--- src/rtl/hart_ctrl_if.sv ---
// Bus bundle between a hart-boot master and the hart_ctrl block.
// The platform package providing the default debug boot-ROM address comes first.
package cei_mochila_pkg;
   localparam logic [31:0] DEBUG_BOOTROM_START_ADDRESS = 32'h1A11_0000;
endpackage

interface hart_ctrl_if #(
   parameter int unsigned NHARTS = 3
);
   logic                     start_i;
   logic [NHARTS-1:0]        hart_mask_i;
   logic [NHARTS-1:0]        stop_i;
   logic [NHARTS-1:0]        core_sleep_i;
   logic [NHARTS-1:0][31:0]  irq_i;
   logic [NHARTS-1:0]        debug_req_i;
   logic [NHARTS-1:0]        fetch_enable_o;
   logic [NHARTS-1:0]        clk_en_o;
   logic [NHARTS-1:0][31:0]  boot_addr_o;
   logic [NHARTS-1:0][31:0]  hart_id_o;
   logic [NHARTS-1:0]        running_o;
   logic                     busy_o;

   modport master (
      output start_i, hart_mask_i, stop_i, core_sleep_i, irq_i, debug_req_i,
      input  fetch_enable_o, clk_en_o, boot_addr_o, hart_id_o, running_o, busy_o
   );

   modport slave (
      input  start_i, hart_mask_i, stop_i, core_sleep_i, irq_i, debug_req_i,
      output fetch_enable_o, clk_en_o, boot_addr_o, hart_id_o, running_o, busy_o
   );
endinterface

--- src/rtl/hart_ctrl.sv ---
// Staggered multi-hart boot sequencer with per-hart run/stop control and
// sleep-driven clock gating that reopens combinationally on any wake source.
module hart_ctrl #(
   parameter int unsigned NHARTS      = 3,
   parameter logic [31:0] BOOT_ADDR   = cei_mochila_pkg::DEBUG_BOOTROM_START_ADDRESS,
   parameter logic [31:0] HARTID_BASE = 32'h0,
   parameter int unsigned STAGGER     = 4,
   parameter int unsigned SLEEP_HOLD  = 8
) (
   input  logic        clk_i,
   input  logic        rst_ni,
   hart_ctrl_if.slave  bus
);

   localparam int unsigned SW = (STAGGER    > 1) ? $clog2(STAGGER)    : 1;
   localparam int unsigned CW = (SLEEP_HOLD > 1) ? $clog2(SLEEP_HOLD) : 1;
   localparam logic [SW-1:0] GAP_RELOAD = SW'(STAGGER - 1);
   localparam logic [CW-1:0] HOLD_LAST  = CW'(SLEEP_HOLD - 1);

   typedef enum logic       {SEQ_IDLE, SEQ_STAGGER} seq_state_e;
   typedef enum logic [1:0] {HART_OFF, HART_RUN, HART_GATED} hart_state_e;

   seq_state_e        r_seq, w_seq_nxt;
   logic [NHARTS-1:0] r_pend, w_pend_nxt;
   logic [SW-1:0]     r_gap, w_gap_nxt;
   logic [NHARTS-1:0] w_pick, w_seq_en;

   // NOTE: sequential state uses non-blocking assignments so every flop samples pre-edge values.
   always_ff @(posedge clk_i or negedge rst_ni) begin
      if (!rst_ni) begin
         r_seq  <= SEQ_IDLE;
         r_pend <= '0;
         r_gap  <= '0;
      end else begin
         r_seq  <= w_seq_nxt;
         r_pend <= w_pend_nxt;
         r_gap  <= w_gap_nxt;
      end
   end

   // Lowest pending hart; unmasked harts are skipped without spending a cycle.
   assign w_pick = r_pend & (~r_pend + NHARTS'(1));

   // NOTE: every always_comb output gets a default first so no latch is inferred.
   always_comb begin
      w_seq_nxt  = r_seq;
      w_pend_nxt = r_pend;
      w_gap_nxt  = r_gap;
      case (r_seq)
         SEQ_IDLE: begin
            if (bus.start_i && (|bus.hart_mask_i)) begin
               w_seq_nxt  = SEQ_STAGGER;
               w_pend_nxt = bus.hart_mask_i;
               w_gap_nxt  = '0;
            end
         end
         SEQ_STAGGER: begin
            if (r_gap == '0) begin
               w_pend_nxt = r_pend & ~w_pick;
               w_gap_nxt  = GAP_RELOAD;
               if ((r_pend & ~w_pick) == '0) w_seq_nxt = SEQ_IDLE;
            end else begin
               w_gap_nxt = r_gap - SW'(1);
            end
         end
         default: w_seq_nxt = SEQ_IDLE;
      endcase
   end

   always_comb begin
      w_seq_en = '0;
      if (r_seq == SEQ_STAGGER && r_gap == '0) w_seq_en = w_pick;
   end

   assign bus.busy_o = (r_seq == SEQ_STAGGER);

   for (genvar h = 0; h < NHARTS; h++) begin : g_hart
      hart_state_e   r_st, w_st_nxt;
      logic [CW-1:0] r_cnt, w_cnt_nxt;
      logic          w_wake, w_fetch, w_run, w_clk_en;
      logic          w_unused_irq_lo;

      // Only the fast interrupt lines can pull a gated hart back.
      assign w_wake = (|bus.irq_i[h][31:16]) | bus.debug_req_i[h] | ~bus.core_sleep_i[h];
      assign w_unused_irq_lo = ^bus.irq_i[h][15:0];

      always_ff @(posedge clk_i or negedge rst_ni) begin
         if (!rst_ni) begin
            r_st  <= HART_OFF;
            r_cnt <= '0;
         end else begin
            r_st  <= w_st_nxt;
            r_cnt <= w_cnt_nxt;
         end
      end

      always_comb begin
         w_st_nxt  = r_st;
         w_cnt_nxt = '0;
         case (r_st)
            HART_OFF: begin
               if (w_seq_en[h] && !bus.stop_i[h]) w_st_nxt = HART_RUN;
            end
            HART_RUN: begin
               if (bus.stop_i[h]) begin
                  w_st_nxt = HART_OFF;
               end else if (bus.core_sleep_i[h]) begin
                  if (r_cnt == HOLD_LAST) w_st_nxt  = HART_GATED;
                  else                    w_cnt_nxt = r_cnt + CW'(1);
               end
            end
            HART_GATED: begin
               if (bus.stop_i[h]) w_st_nxt = HART_OFF;
               else if (w_wake)   w_st_nxt = HART_RUN;
            end
            default: w_st_nxt = HART_OFF;
         endcase
      end

      always_comb begin
         w_fetch  = (r_st != HART_OFF);
         w_run    = (r_st == HART_RUN);
         w_clk_en = !((r_st == HART_GATED) && !w_wake);
      end

      assign bus.fetch_enable_o[h] = w_fetch;
      assign bus.running_o[h]      = w_run;
      assign bus.clk_en_o[h]       = w_clk_en;
      assign bus.boot_addr_o[h]    = BOOT_ADDR;
      assign bus.hart_id_o[h]      = HARTID_BASE + 32'(h);
   end

endmodule

--- src/flat_wrapper.sv ---
// flat-port wrapper written by rule: the top's interface ports become plain ports
module hart_ctrl_flat 
#(
   parameter int unsigned NHARTS      = 3,
   parameter logic [31:0] BOOT_ADDR   = cei_mochila_pkg::DEBUG_BOOTROM_START_ADDRESS,
   parameter logic [31:0] HARTID_BASE = 32'h0,
   parameter int unsigned STAGGER     = 4,
   parameter int unsigned SLEEP_HOLD  = 8
)
  (clk_i, rst_ni, bus_start_i, bus_hart_mask_i, bus_stop_i, bus_core_sleep_i, bus_irq_i, bus_debug_req_i, bus_fetch_enable_o, bus_clk_en_o, bus_boot_addr_o, bus_hart_id_o, bus_running_o, bus_busy_o);
  hart_ctrl_if #(.NHARTS(NHARTS)) bus_i ();
  input  logic clk_i;
  input  logic rst_ni;
  input wire logic [$bits(bus_i.start_i)-1:0] bus_start_i;
  input wire logic [$bits(bus_i.hart_mask_i)-1:0] bus_hart_mask_i;
  input wire logic [$bits(bus_i.stop_i)-1:0] bus_stop_i;
  input wire logic [$bits(bus_i.core_sleep_i)-1:0] bus_core_sleep_i;
  input wire logic [$bits(bus_i.irq_i)-1:0] bus_irq_i;
  input wire logic [$bits(bus_i.debug_req_i)-1:0] bus_debug_req_i;
  output wire logic [$bits(bus_i.fetch_enable_o)-1:0] bus_fetch_enable_o;
  output wire logic [$bits(bus_i.clk_en_o)-1:0] bus_clk_en_o;
  output wire logic [$bits(bus_i.boot_addr_o)-1:0] bus_boot_addr_o;
  output wire logic [$bits(bus_i.hart_id_o)-1:0] bus_hart_id_o;
  output wire logic [$bits(bus_i.running_o)-1:0] bus_running_o;
  output wire logic [$bits(bus_i.busy_o)-1:0] bus_busy_o;
  assign bus_i.start_i = bus_start_i;
  assign bus_i.hart_mask_i = bus_hart_mask_i;
  assign bus_i.stop_i = bus_stop_i;
  assign bus_i.core_sleep_i = bus_core_sleep_i;
  assign bus_i.irq_i = bus_irq_i;
  assign bus_i.debug_req_i = bus_debug_req_i;
  assign bus_fetch_enable_o = bus_i.fetch_enable_o;
  assign bus_clk_en_o = bus_i.clk_en_o;
  assign bus_boot_addr_o = bus_i.boot_addr_o;
  assign bus_hart_id_o = bus_i.hart_id_o;
  assign bus_running_o = bus_i.running_o;
  assign bus_busy_o = bus_i.busy_o;
  hart_ctrl #(.NHARTS(NHARTS), .BOOT_ADDR(BOOT_ADDR), .HARTID_BASE(HARTID_BASE), .STAGGER(STAGGER), .SLEEP_HOLD(SLEEP_HOLD)) u_core (.clk_i(clk_i), .rst_ni(rst_ni), .bus(bus_i));
endmodule
--- config.mk ---
export PLATFORM = sky130hd
export DESIGN_NAME = hart_ctrl_flat
export DESIGN_NICKNAME = d
export VERILOG_FILES = /design/src/rtl/hart_ctrl_if.sv /design/src/rtl/hart_ctrl.sv /design/src/flat_wrapper.sv
export SDC_FILE = /design/constraint.sdc
export NUM_CORES = 1
export LEC_CHECK = 0
export ABC_CLOCK_PERIOD_IN_PS = 1700
export CAP_MARGIN = 20
export CORE_AREA = 2 2 120 122
export CTS_BUF_LIST = sky130_fd_sc_hd__clkbuf_2 sky130_fd_sc_hd__clkbuf_4 sky130_fd_sc_hd__clkbuf_8
export DETAILED_ROUTE_END_ITERATION = 10
export DIE_AREA = 0 0 122 124
export PLACE_DENSITY_LB_ADDON = 0.05
export SYNTH_ARGS = -nofsm -noshare
export SYNTH_HDL_FRONTEND = slang
export SYNTH_SLANG_ARGS = --single-unit
--- constraint.sdc ---
create_clock -name clk_i -period 1.7 [get_ports clk_i]
set_clock_uncertainty 0.15 [all_clocks]
set_input_delay 0.17 -clock clk_i [delete_from_list [all_inputs] [get_ports clk_i]]
set_output_delay 0.17 -clock clk_i [all_outputs]
set_load 0.01 [all_outputs]
After elaboration in Yosys (flattened, before gate mapping)
Cells that the tools add are included. Widths: inputs -> output; s select.

Bitwise logic cells: 14. Multiplexer cells: 44. Add/sub/neg operators: 5. Reductions and logical operators: 33. Eq/ne operators: 23.

Operator list (count): $reduce_or 16->1 (3); $mux 3 (15); $mux 2 (20); $ne 3x3->1 const B (6); $pmux 2 s3 (3); $add 3x1->3 const B (4); $reduce_and 4->1 (3); $eq 3x3->1 const B (3); $logic_not 1->1 (9); $ne 3x2->1 const B (3); $logic_and 1x1->1 (8); $logic_not 2->1 (4); $ne 2x1->1 const B (4); $and 3x3->3 (2); $eq 2x1->1 const B (3); $eq 2x2->1 const B (3); $not 3->3 (2); $or 1x1->1 (6); $pmux 3 s2 (1); $reduce_bool 2->1 (3); $not 1->1 (4); $pmux 2 s2 (1); $logic_not 3->1 (1); $mux 1 (3); 5 further kinds (5).

Input bits: 111. Output and inout bits: 202. Flip-flop bits (word level): 21.

Logic depth before layout (Yosys ltp)
Word-level depth: 9. Depth in mapped cells: 6. Gate-level depth less buffers: 6.

Worst setup path after synthesis
OpenSTA, ideal clock, no wires.

Path type: input to output. Start point: in bus_irq_i[49]. End point: out bus_clk_en_o[1]. Cell stages on the path: 4. Slack: 0.210 ns. Path buffers: 1. Data arrival time: 1.170 ns. Required time: 1.380 ns. Cells stage by stage: or4_4 > nor4_2 > nand4_2 > buf_4.

Word-level cells in the longest chain between the ends: 6.

Ends and longest elaborated chain: start, declared (line flat_wrapper.sv:18) `input wire logic [$bits(bus_i.irq_i)-1:0] bus_irq_i;`; $reduce_or 16->1 (line hart_ctrl.sv:84) `assign w_wake = (|bus.irq_i[h][31:16]) | bus.debug_req_i[h] | ~bus.core_sleep_i[h];`; $or 1x1->1 (2 in a row) (line hart_ctrl.sv:84); $logic_not 1->1 (line hart_ctrl.sv:123) `w_clk_en = !((r_st == HART_GATED) && !w_wake);`; $logic_and 1x1->1 (line hart_ctrl.sv:123); $logic_not 1->1 (line hart_ctrl.sv:123); end, declared (line flat_wrapper.sv:21) `output wire logic [$bits(bus_i.clk_en_o)-1:0] bus_clk_en_o;`.

Every way passes these cells.

Worst setup path after layout
Start point: reg u_core.g_hart[1].r_st[1]. End point: out bus_fetch_enable_o[1].

Word-level cells in the longest chain between the ends: 1.

Ends and longest elaborated chain: start, declared (line hart_ctrl.sv:78) `hart_state_e r_st, w_st_nxt;`; start signal, assigned (line hart_ctrl.sv:92) `r_st <= w_st_nxt;`; $reduce_bool 2->1 (line hart_ctrl.sv:121) `w_fetch = (r_st != HART_OFF);`; end, declared (line flat_wrapper.sv:20) `output wire logic [$bits(bus_i.fetch_enable_o)-1:0] bus_fetch_enable_o;`.

Every way passes these cells.

==> results.py <==
metrics = {
    "status": {
        "status": "finished, final reports clean",
    },
    "final_layout": {
        "layout_common_cells": "conb_1 (192), clkdlybuf4s50_1 (51), dfrtp_1 (21)",
        "syn_to_final_growth_pct": 14.9,
        "drive_gt1_share_pct": 12.5,
        "final_common_cell": "conb_1",
        "final_util_pct": 22.5,
        "diodes": 0,
        "final_nets": 519,
    },
    "global_route": {
        "overflow": 0,
        "grt_first_pass_wirelength_mm": 7.42,
        "grt_max_degree": 22,
        "antenna_found_initial": 0,
        "groute.usage.overall_pct": 6.34,
        "grt_pass1_vias": 1431,
    },
    "yosys": {
        "syn_area_mm2": 0.00269,
        "synth_area_leaders": "buf_4 (56%), dfrtp_1 (20%), ha_1 (3.3%), nor4_1 (2.3%), nand2_1 (1.7%)",
        "ys_types": 37,
        "synth_warnings": 0,
        "synth.largest_area_cell": "buf_4",
        "synth_ff_type": "dfrtp_1",
        "async_reset_ff_share_pct": 100,
        "synth_edf_count": 0,
        "syn-instance-count": 317,
        "avgSynthCellArea_um2": 8.47,
        "synth_seq_area_share_pct": 19.6,
        "yosys.area.top_type_share_pct": 56.2,
        "synth_seq_cells": 21,
    },
    "sta": {
        "clock.fmax_ghz": 0.612,
        "hold_viol": 0,
        "slew_viol_final": 0,
        "fin_ws_ns": 0.0664,
        "min_period_over_period_pct": 96.1,
        "fin_crit_ns": 1.63,
        "fin_setup_tns_ns": 0,
        "report.final.setup_viol": 0,
    },
    "clock_network": {
        "cts_buffers": 3,
        "cts_tree": "done",
        "ctsRootBufferMaster": "clkbuf_8",
        "clk_pin_slew_worst_paths_ns": 0.09,
        "cts.sinks": 21,
        "clk_latency_ns": 0.27,
        "cts_htree_levels": 1,
        "clockBufferDepth": 2,
    },
    "floorplanning": {
        "rows": 43,
        "start_util_pct": 19.6,
        "die_x_um": 122,
        "ioPinCount": 313,
        "chipHeight_um": 124,
        "dieArea_mm2": 0.0151,
        "core_area_mm2": 0.0137,
    },
    "hold_path": {
        "hp-class": "input port to async pin",
    },
    "power_and_ir_drop": {
        "power_mw": 1.77,
        "leakage_nw": 1.68,
        "ir_drop_mv": 0.175,
        "power_per_cell_area_mw_per_mm2": 575,
    },
    "routing": {
        "drt-initial-drc-count": 12,
        "wl_mm": 5.34,
        "dr.pass1.iters": 4,
        "vias": 1738,
        "remaining_drc_errors": 0,
        "final_antenna_net_count": 0,
        "wl_per_cell_um": 9.21,
        "vias_per_cell": 3.00,
    },
    "critical_path": {
        "worstPathMaxFanout": 3,
        "startpoint_type": "flop",
        "required_ns": 1.38,
        "reg2reg_slack_ns": 0.10,
        "path_class": "flop to output port",
        "worstSetupEndpointType": "output port",
        "r2r-end": "u_core.g_hart[2].r_st[0]",
        "r2r_start": "u_core.g_hart[2].r_st[1]",
        "worst_r2r_path_depth": 7,
        "critPathArrivalTime_ns": 1.31,
    },
    "placement": {
        "pre_cts_slack_ns": -0.579,
        "gp_congestion": 0.657,
        "hpwl_mm": 4.62,
        "numPortBuffers": 72,
    },
    "run": {
        "drv_cap": 0,
    },
}
## cells by family after synthesis
kind of cell | count (synthesis) | share of synthesized area, %
compound gates | 16 | 4.33
other cells | 2 | 0.280
flops | 21 | 19.6
mux | 5 | 1.91
simple gates | 59 | 13.6
fa+ha+maj | 7 | 3.26
buf+inv | 207 | 57.0
## per-stage QoR
step                cell area (um2)  hold WS (ns)  std cells
global placement               2940         0.284        571
global route                   3090         0.148        580
CTS                            3000         0.135        578
floorplan                      3400        -0.276        507
finish                         3090        0.0999        580
detailed placement             2940         0.281        571
## power breakdown
group | total (mW) | internal, mW | switching, mW | leakage (nW)
combinational | 0.767 | 0.323 | 0.444 | 1.37
sequential | 0.640 | 0.573 | 0.0663 | 0.283
clock | 0.367 | 0.183 | 0.184 | 0.0262
total | 1.77 | 1.08 | 0.694 | 1.68
## per-layer routing
layer  global-route usage (%)  vias to the layer above  wire length, um  part of all wire (%)
met1                     7.67                      784             1940                    36
met2                     10.9                      148             2650                    50
met3                     2.11                        2              734                    14
met5                        0                        -                0                     0
met4                     1.51                        0               18                  0.34
li1                         -                      804                -                     -
## registers in the layout (all words and copies together), names as in the netlist
register,cells
u_core.g_hart.r_st,6
u_core.bus.busy_o,1
u_core.r_gap,2
u_core.r_pend,3
u_core.g_hart.r_cnt,9
## worst max path at each step
stage                                   startpoint               endpoint  slack (ns)  cells past startpoint
after CTS                            bus_irq_i[49]        bus_clk_en_o[1]       -0.21                      5
after detailed placement             bus_irq_i[49]        bus_clk_en_o[1]       -0.58                      5
after global placement               bus_irq_i[48]        bus_clk_en_o[1]       -0.55                      5
after global routing                 bus_irq_i[94]        bus_clk_en_o[2]      -0.001                      6
after floorplan                      bus_irq_i[49]        bus_clk_en_o[1]        0.21                      4
final                     u_core.g_hart[1].r_st[1]  bus_fetch_enable_o[1]        0.07                      3
## Yosys cell counts, types with 2 or more instances
cell	number
a21oi_1	3
a31oi_1	2
a41oi_1	2
and2_1	6
and3_1	2
and3b_1	2
buf_4	201
conb_1	2
dfrtp_1	21
ha_1	7
inv_1	5
mux2i_1	4
nand2_1	12
nand3_1	6
nor2_1	2
nor2b_1	3
nor3_1	3
nor3b_1	2
nor4_1	10
nor4_2	3
o22ai_1	2
or2_2	2
## final cells by class
cell class                 count  area, um2
clock buffer                   4       48.8
fill                        1507      10600
inverter                       5       18.8
multi-input combinational    279       1410
sequential                    21        526
tap                          180        225
timing repair buffer          91        855
## worst max-delay path, cell delays in order (launching register included)
cell and delay [ns]:
dfrtp_1 0.38, buf_4 0.15, or2_2 0.27, clkdlybuf4s15_1 0.24
## what timing repair did
action,in CTS,in global routing
hold buffers,0,0
endpoints found under the hold margin,0,0
buffers inserted,3,2
resized for setup,24,25
setup endpoints to repair,10,9
pin swaps,5,7
Power figures use the tool's default switching activity.
